[config.mk]
export PLATFORM = sky130hd
export DESIGN_NAME = alu_stream_engine
export DESIGN_NICKNAME = d
export VERILOG_FILES = /design/src/rtl/alu_stream_engine.sv
export SDC_FILE = /design/constraint.sdc
export NUM_CORES = 2
export LEC_CHECK = 0
export ABC_AREA = 0
export CORE_MARGIN = 2
export CORE_UTILIZATION = 44
export CTS_CLUSTER_DIAMETER = 60
export CTS_CLUSTER_SIZE = 16
export DETAILED_ROUTE_END_ITERATION = 10
export PLACE_DENSITY = 0.7
export SYNTH_ARGS = -nofsm -noshare
export SYNTH_HDL_FRONTEND = slang
export SYNTH_SLANG_ARGS = --single-unit
[constraint.sdc]
create_clock -name clk -period 20.2 [get_ports clk]
set_clock_uncertainty 0.1 [all_clocks]
set_input_delay 6.06 -clock clk [delete_from_list [all_inputs] [get_ports clk]]
set_output_delay 6.06 -clock clk [all_outputs]
set_load 0.03 [all_outputs]
[src/rtl/alu_stream_engine.sv]
// Byte-stream ALU: parses framed packets (opcode, reserved, 16-bit length, payload)
// and either echoes the payload, drops it, or folds WIDTH-bit little-endian operands
// with add / multiply / restoring divide, then streams the accumulator back LSB first.
module alu_stream_engine #(
    parameter int unsigned WIDTH = 32
) (
    input  logic       clk,
    input  logic       rst,
    input  logic [7:0] rx_data_i,
    input  logic       rx_valid_i,
    output logic       rx_ready_o,
    output logic [7:0] tx_data_o,
    output logic       tx_valid_o,
    input  logic       tx_ready_i,
    output logic       busy_o,
    output logic       div0_o
);
    localparam int unsigned NBYTES = WIDTH / 8;

    typedef enum logic [2:0] {
        StOpcode, StRsvd, StLenLo, StLenHi, StPayload, StDivBusy, StResult
    } state_e;

    typedef enum logic [2:0] {OpEcho, OpAdd, OpMul, OpDiv, OpDrop} op_e;

    state_e           state_q, state_d;
    op_e              op_q, op_d;
    logic [7:0]       len_lo_q, len_lo_d;
    logic [15:0]      remain_q, remain_d;
    logic [WIDTH-1:0] acc_q, acc_d;
    logic [WIDTH-1:0] opnd_q, opnd_d;
    logic [WIDTH-1:0] divisor_q, divisor_d;
    logic [WIDTH-1:0] rem_q, rem_d;
    logic [3:0]       byte_cnt_q, byte_cnt_d;
    logic [3:0]       res_cnt_q, res_cnt_d;
    logic [6:0]       div_cnt_q, div_cnt_d;
    logic             have_acc_q, have_acc_d;
    logic [7:0]       tx_data_q, tx_data_d;
    logic             tx_valid_q, tx_valid_d;
    logic             div0_q, div0_d;

    logic             rx_fire, tx_fire, tx_free, is_arith;
    logic [15:0]      len_full, payload_len;
    logic [WIDTH-1:0] op_shift;
    logic [WIDTH:0]   rem_shift, rem_trial;
    logic [7:0]       res_byte;

    assign rx_fire    = rx_valid_i && rx_ready_o;
    assign tx_fire    = tx_valid_q && tx_ready_i;
    assign tx_free    = !tx_valid_q || tx_ready_i;
    assign is_arith   = (op_q == OpAdd) || (op_q == OpMul) || (op_q == OpDiv);
    assign len_full   = {rx_data_i, len_lo_q};
    assign payload_len = (len_full < 16'd4) ? 16'd0 : len_full - 16'd4;
    assign res_byte   = 8'(acc_q >> {res_cnt_q, 3'b000});
    // Restoring divide step: acc_q doubles as dividend shift-out and quotient shift-in.
    assign rem_shift  = {rem_q, acc_q[WIDTH-1]};
    assign rem_trial  = rem_shift - {1'b0, divisor_q};

    assign tx_data_o  = tx_data_q;
    assign tx_valid_o = tx_valid_q;
    assign busy_o     = (state_q != StOpcode);
    assign div0_o     = div0_q;

    // Little-endian operand assembly: each new byte enters at the top and shifts down.
    always_comb begin
        op_shift = opnd_q >> 8;
        op_shift[WIDTH-1 -: 8] = rx_data_i;
    end

    // Input acceptance: echo is throttled by the one-entry output register.
    always_comb begin
        case (state_q)
            StPayload:           rx_ready_o = (op_q == OpEcho) ? tx_free : 1'b1;
            StDivBusy, StResult: rx_ready_o = 1'b0;
            default:             rx_ready_o = 1'b1;
        endcase
    end

    // Packet parsing, arithmetic, divider sequencing and result streaming.
    always_comb begin
        state_d    = state_q;
        op_d       = op_q;
        len_lo_d   = len_lo_q;
        remain_d   = remain_q;
        acc_d      = acc_q;
        opnd_d     = opnd_q;
        divisor_d  = divisor_q;
        rem_d      = rem_q;
        byte_cnt_d = byte_cnt_q;
        res_cnt_d  = res_cnt_q;
        div_cnt_d  = div_cnt_q;
        have_acc_d = have_acc_q;
        tx_data_d  = tx_data_q;
        tx_valid_d = tx_fire ? 1'b0 : tx_valid_q;
        div0_d     = 1'b0;

        case (state_q)
            StOpcode: if (rx_fire) begin
                case (rx_data_i)
                    8'hEC:   op_d = OpEcho;
                    8'hAD:   op_d = OpAdd;
                    8'hAC:   op_d = OpMul;
                    8'hD1:   op_d = OpDiv;
                    default: op_d = OpDrop;
                endcase
                state_d = StRsvd;
            end
            StRsvd: if (rx_fire) state_d = StLenLo;
            StLenLo: if (rx_fire) begin
                len_lo_d = rx_data_i;
                state_d  = StLenHi;
            end
            StLenHi: if (rx_fire) begin
                remain_d   = payload_len;
                byte_cnt_d = '0;
                res_cnt_d  = '0;
                have_acc_d = 1'b0;
                // Preload the zero-operand result; the first operand overwrites it.
                acc_d      = (op_q == OpMul) ? {{(WIDTH-1){1'b0}}, 1'b1} : '0;
                if (payload_len != 16'd0) state_d = StPayload;
                else if (is_arith)        state_d = StResult;
                else                      state_d = StOpcode;
            end
            StPayload: if (rx_fire) begin
                remain_d = remain_q - 16'd1;
                if (remain_q == 16'd1) state_d = is_arith ? StResult : StOpcode;
                if (op_q == OpEcho) begin
                    tx_data_d  = rx_data_i;
                    tx_valid_d = 1'b1;
                end else if (is_arith) begin
                    opnd_d = op_shift;
                    if (byte_cnt_q == 4'(NBYTES - 1)) begin
                        byte_cnt_d = '0;
                        if (!have_acc_q) begin
                            acc_d      = op_shift;
                            have_acc_d = 1'b1;
                        end else begin
                            case (op_q)
                                OpAdd: acc_d = acc_q + op_shift;
                                OpMul: acc_d = acc_q * op_shift;
                                default: begin
                                    if (op_shift == '0) begin
                                        acc_d  = '1;
                                        div0_d = 1'b1;
                                    end else begin
                                        rem_d     = '0;
                                        divisor_d = op_shift;
                                        div_cnt_d = 7'(WIDTH - 1);
                                        state_d   = StDivBusy;
                                    end
                                end
                            endcase
                        end
                    end else begin
                        byte_cnt_d = byte_cnt_q + 4'd1;
                    end
                end
            end
            StDivBusy: begin
                if (!rem_trial[WIDTH]) begin
                    rem_d = rem_trial[WIDTH-1:0];
                    acc_d = {acc_q[WIDTH-2:0], 1'b1};
                end else begin
                    rem_d = rem_shift[WIDTH-1:0];
                    acc_d = {acc_q[WIDTH-2:0], 1'b0};
                end
                div_cnt_d = div_cnt_q - 7'd1;
                if (div_cnt_q == '0) state_d = (remain_q == '0) ? StResult : StPayload;
            end
            StResult: if (tx_free) begin
                if (res_cnt_q != 4'(NBYTES)) begin
                    tx_data_d  = res_byte;
                    tx_valid_d = 1'b1;
                    res_cnt_d  = res_cnt_q + 4'd1;
                end else begin
                    // Last result byte is being accepted this cycle.
                    tx_valid_d = 1'b0;
                    state_d    = StOpcode;
                end
            end
            default: state_d = StOpcode;
        endcase
    end

    // State and datapath registers.
    always_ff @(posedge clk or posedge rst) begin
        if (rst) begin
            state_q    <= StOpcode;
            op_q       <= OpDrop;
            len_lo_q   <= '0;
            remain_q   <= '0;
            acc_q      <= '0;
            opnd_q     <= '0;
            divisor_q  <= '0;
            rem_q      <= '0;
            byte_cnt_q <= '0;
            res_cnt_q  <= '0;
            div_cnt_q  <= '0;
            have_acc_q <= 1'b0;
            tx_data_q  <= '0;
            tx_valid_q <= 1'b0;
            div0_q     <= 1'b0;
        end else begin
            state_q    <= state_d;
            op_q       <= op_d;
            len_lo_q   <= len_lo_d;
            remain_q   <= remain_d;
            acc_q      <= acc_d;
            opnd_q     <= opnd_d;
            divisor_q  <= divisor_d;
            rem_q      <= rem_d;
            byte_cnt_q <= byte_cnt_d;
            res_cnt_q  <= res_cnt_d;
            div_cnt_q  <= div_cnt_d;
            have_acc_q <= have_acc_d;
            tx_data_q  <= tx_data_d;
            tx_valid_q <= tx_valid_d;
            div0_q     <= div0_d;
        end
    end

endmodule
==> metrics.csv <==
metric;value;unit
Hold Vio Cnt, Final;0;
Fin Setup TNS;0;ps
sequential-to-total area share from yosys stat;15.65;%
status;complete, no violations;
Max Cap Viol;0;
GRT Overall Usage;25.10;%
clock-pin slew of the registers on the worst-case setup and hold paths;80;ps
synthesized flop and latch total;176;
vias in the first global route;23290;
Die W;256.9;um
Worst-Margin Slew;1085;ps
ys flop type;dfrtp_1;
initial core utilization;44.55;%
io pins;24;
post-synth cell types;83;
syn_nets;3815;
type of origin of the critical path;input port;
largest vdd supply drop;0.0002060;V
worst reg2reg path depth;24;
Clk Latency, worst-skew pair;470;ps
Pleak;14.22;nW
Slew Limit Fails;0;
RePlAce Congestion;0.9339;
vias;22540;
DPL Wire Length;57.33;mm
DIE AREA;66020;sq um
commonest non-fill, non-tap cell in the layout;inv_1;
H-tree depth;4;
drt wl/cell;20.19;um
grt ovf;0;
Syn Std Cell Area;28150;sq um
CTS Buffer Depth;2;
Final Cycle Share;68.10;%
most frequent cells in the layout;inv_1, fa_1, nand2_1, and2_1, ha_1;
yosys warns;0;
Async SR Flop Fraction;100.0;%
Relative slew margins;27.47;%
nets;3730;
global routing usage on met1;33.41;%
Fmax;72.69;MHz
Die H;256.9;um
Largest stage delay, worst path;640;ps
final setup vio count;0;
Core ar.;63200;sq um
area growth from synthesis to layout;5.760;%
I/O Buffers;23;
first-pass GRT wire length;130.6;mm
DRT antenna net count;0;
crit-path most repeated cell;clkdlybuf4s50_1;
CP cell instances;clkdlybuf4s50_1 -> nand2b_1 -> o21ai_0 -> nand3_1 -> clkdlybuf4s50_1;
Hold Buf Count CTS;0;
fin util;47.11;%
vias per std cell;5.672;
Critical Path RT;14040;ps
CTS Buf Count;17;
worst-path maximum fanout;4;
HP Class;flop to flop;
Clock Sink Count;176;
Root Buffer;clkbuf_16;
hold depth;1;
setup bufs post-CTS;0;
largest net degree at the start of global routing;108;
Worst path depth;5;
R2R Setup Slk;12320;ps
TritonCTS clock tree;done;
CP Capture Type;primary output;
routed wire length;80.23;mm
initial antenna violation count;0;
slowest CP cell;clkdlybuf4s50_1;
Detailed Route Iter0 Violations;1763;
WS Path Type;input port to primary output;
first-pass iteration count of the detailed router;5;
busiest grt layer;met2;
crit path buf inv count;2;
Synth Instances;3199;
min Tclk post-route;13760;ps
layout cells sized above 1;5.341;%
M3 GR Usage;4.935;%
syn avg cell area;8.800;sq um
Post-synth EDFFs;0;
Filler Cells Inserted;6054;
CP arrival;7600;ps
delay-heaviest family, CP;buffers and inverters;
Resize count post-CTS;0;
Cell Rows;92;
Pwr per Cell Area;161.4;nW/um^2
RSZ-0062 raised after global routing;no;
residual DRC count;0;
grt met2 use;40.77;%
==> cell usage after synthesis, drive strengths merged, types with 30 or more instances <==
library cell  number  share of area, %
a21o              30              0.80
a21oi            136               2.4
and2             311               6.9
clkbuf           167               2.2
dfrtp            175                16
fa               410                29
ha               194               8.6
inv              446               5.9
mux2              31               1.2
mux2i             38               1.4
nand2            393               5.2
nor2             114               1.5
nor3              43              0.82
o21ai            198               3.5
xnor2             99               3.1
xor2              41               1.3
==> layout make-up <==
cell class / count / area [sq um] / share of cell area [%]
Sequential cell: 176 / 4409 / 14.81
Clock inverter: 15 / 162.7 / 0.5463
Antenna cell: 1 / 2.502 / 0.008405
Clock buffer: 17 / 425.4 / 1.429
Multi-Input combinational cell: 2388 / 21340 / 71.67
Timing Repair Buffer: 85 / 695.7 / 2.337
Inverter: 446 / 1682 / 5.648
Tap cell: 846 / 1059 / 3.555
==> state kept, by name (all words and copies together) (netlist names), 3 cells and up <==
register / count
acc_q: 32
divisor_q: 32
rem_q: 32
opnd_q: 24
remain_q: 16
len_lo_q: 8
tx_data_o: 8
div_cnt_q: 7
byte_cnt_q: 4
res_cnt_q: 4
op_q: 3
state_q: 3
==> per-stage QoR <==
step / area [sq um] / hold WS (ps) / setup slack, ps / total power [W] / std cells
finish: 29770 / 394.4 / 6443 / 0.004804 / 3974
global route: 29770 / 435.7 / 6365 / 0.005283 / 3973
CTS: 29770 / 397.4 / 6456 / 0.004770 / 3973
detailed placement: 29180 / 381.3 / 6467 / 0.004400 / 3941
global placement: 29180 / 381.1 / 6478 / 0.004335 / 3941
floorplan: 28150 / 351.6 / 7362 / 0.003373 / 3199
==> report_power, final <==
part           internal [W]  total (W)  switching, W
Clock              0.000166   0.000338      0.000172
Sequential         0.000473   0.000731      0.000258
Combinational       0.00151    0.00374       0.00223
Total               0.00215    0.00480       0.00266
==> layer usage <==
metal	part of all wire (%)	up-vias	routed length, um
met4	3.6	0	2886
met2	46	941	37200
met5	0	-	0
met1	41	11270	33240
li1	-	10130	-
met3	8.6	200	6902
==> worst register-to-register path, stage by stage, from the launching register on <==
cell and delay (ps):
dfrtp_1 780, buf_4 400, and2_1 200, fa_1 390
inv_1 80, fa_1 420, fa_1 490, fa_1 550
inv_1 50, fa_1 490, inv_1 50, fa_1 530
inv_1 50, fa_1 510, fa_1 420, ha_1 370
nand4_1 160, nor2_1 160, nand2_1 60, o21ai_0 490
a31oi_1 280, o2111ai_1 250, o31ai_1 110, a211o_1 280
o311ai_0 80
==> final timing paths <==
path	end	from
worst max-delay path	rx_ready_o	tx_ready_i
worst min register to register	div_cnt_q[6]	div_cnt_q[6]
max in group asynchronous	acc_q[5]	rst
worst min-delay path	div_cnt_q[6]	div_cnt_q[6]
min in group asynchronous	div_cnt_q[6]	rst
worst max register to register	acc_q[30]	opnd_q[10]
==> logic make-up after synthesis <==
group	Yosys count	share of synthesized area, %
xor gates and xnor gates	141	4.436
AOI/OAI and AO/OA	552	12.23
adders and majority gates	604	37.78
DFF	176	15.65
muxes	77	3.231
buffers and inverters	635	8.622
and+or+nand+nor	1014	18.05
(Power assumes the default switching activity.)
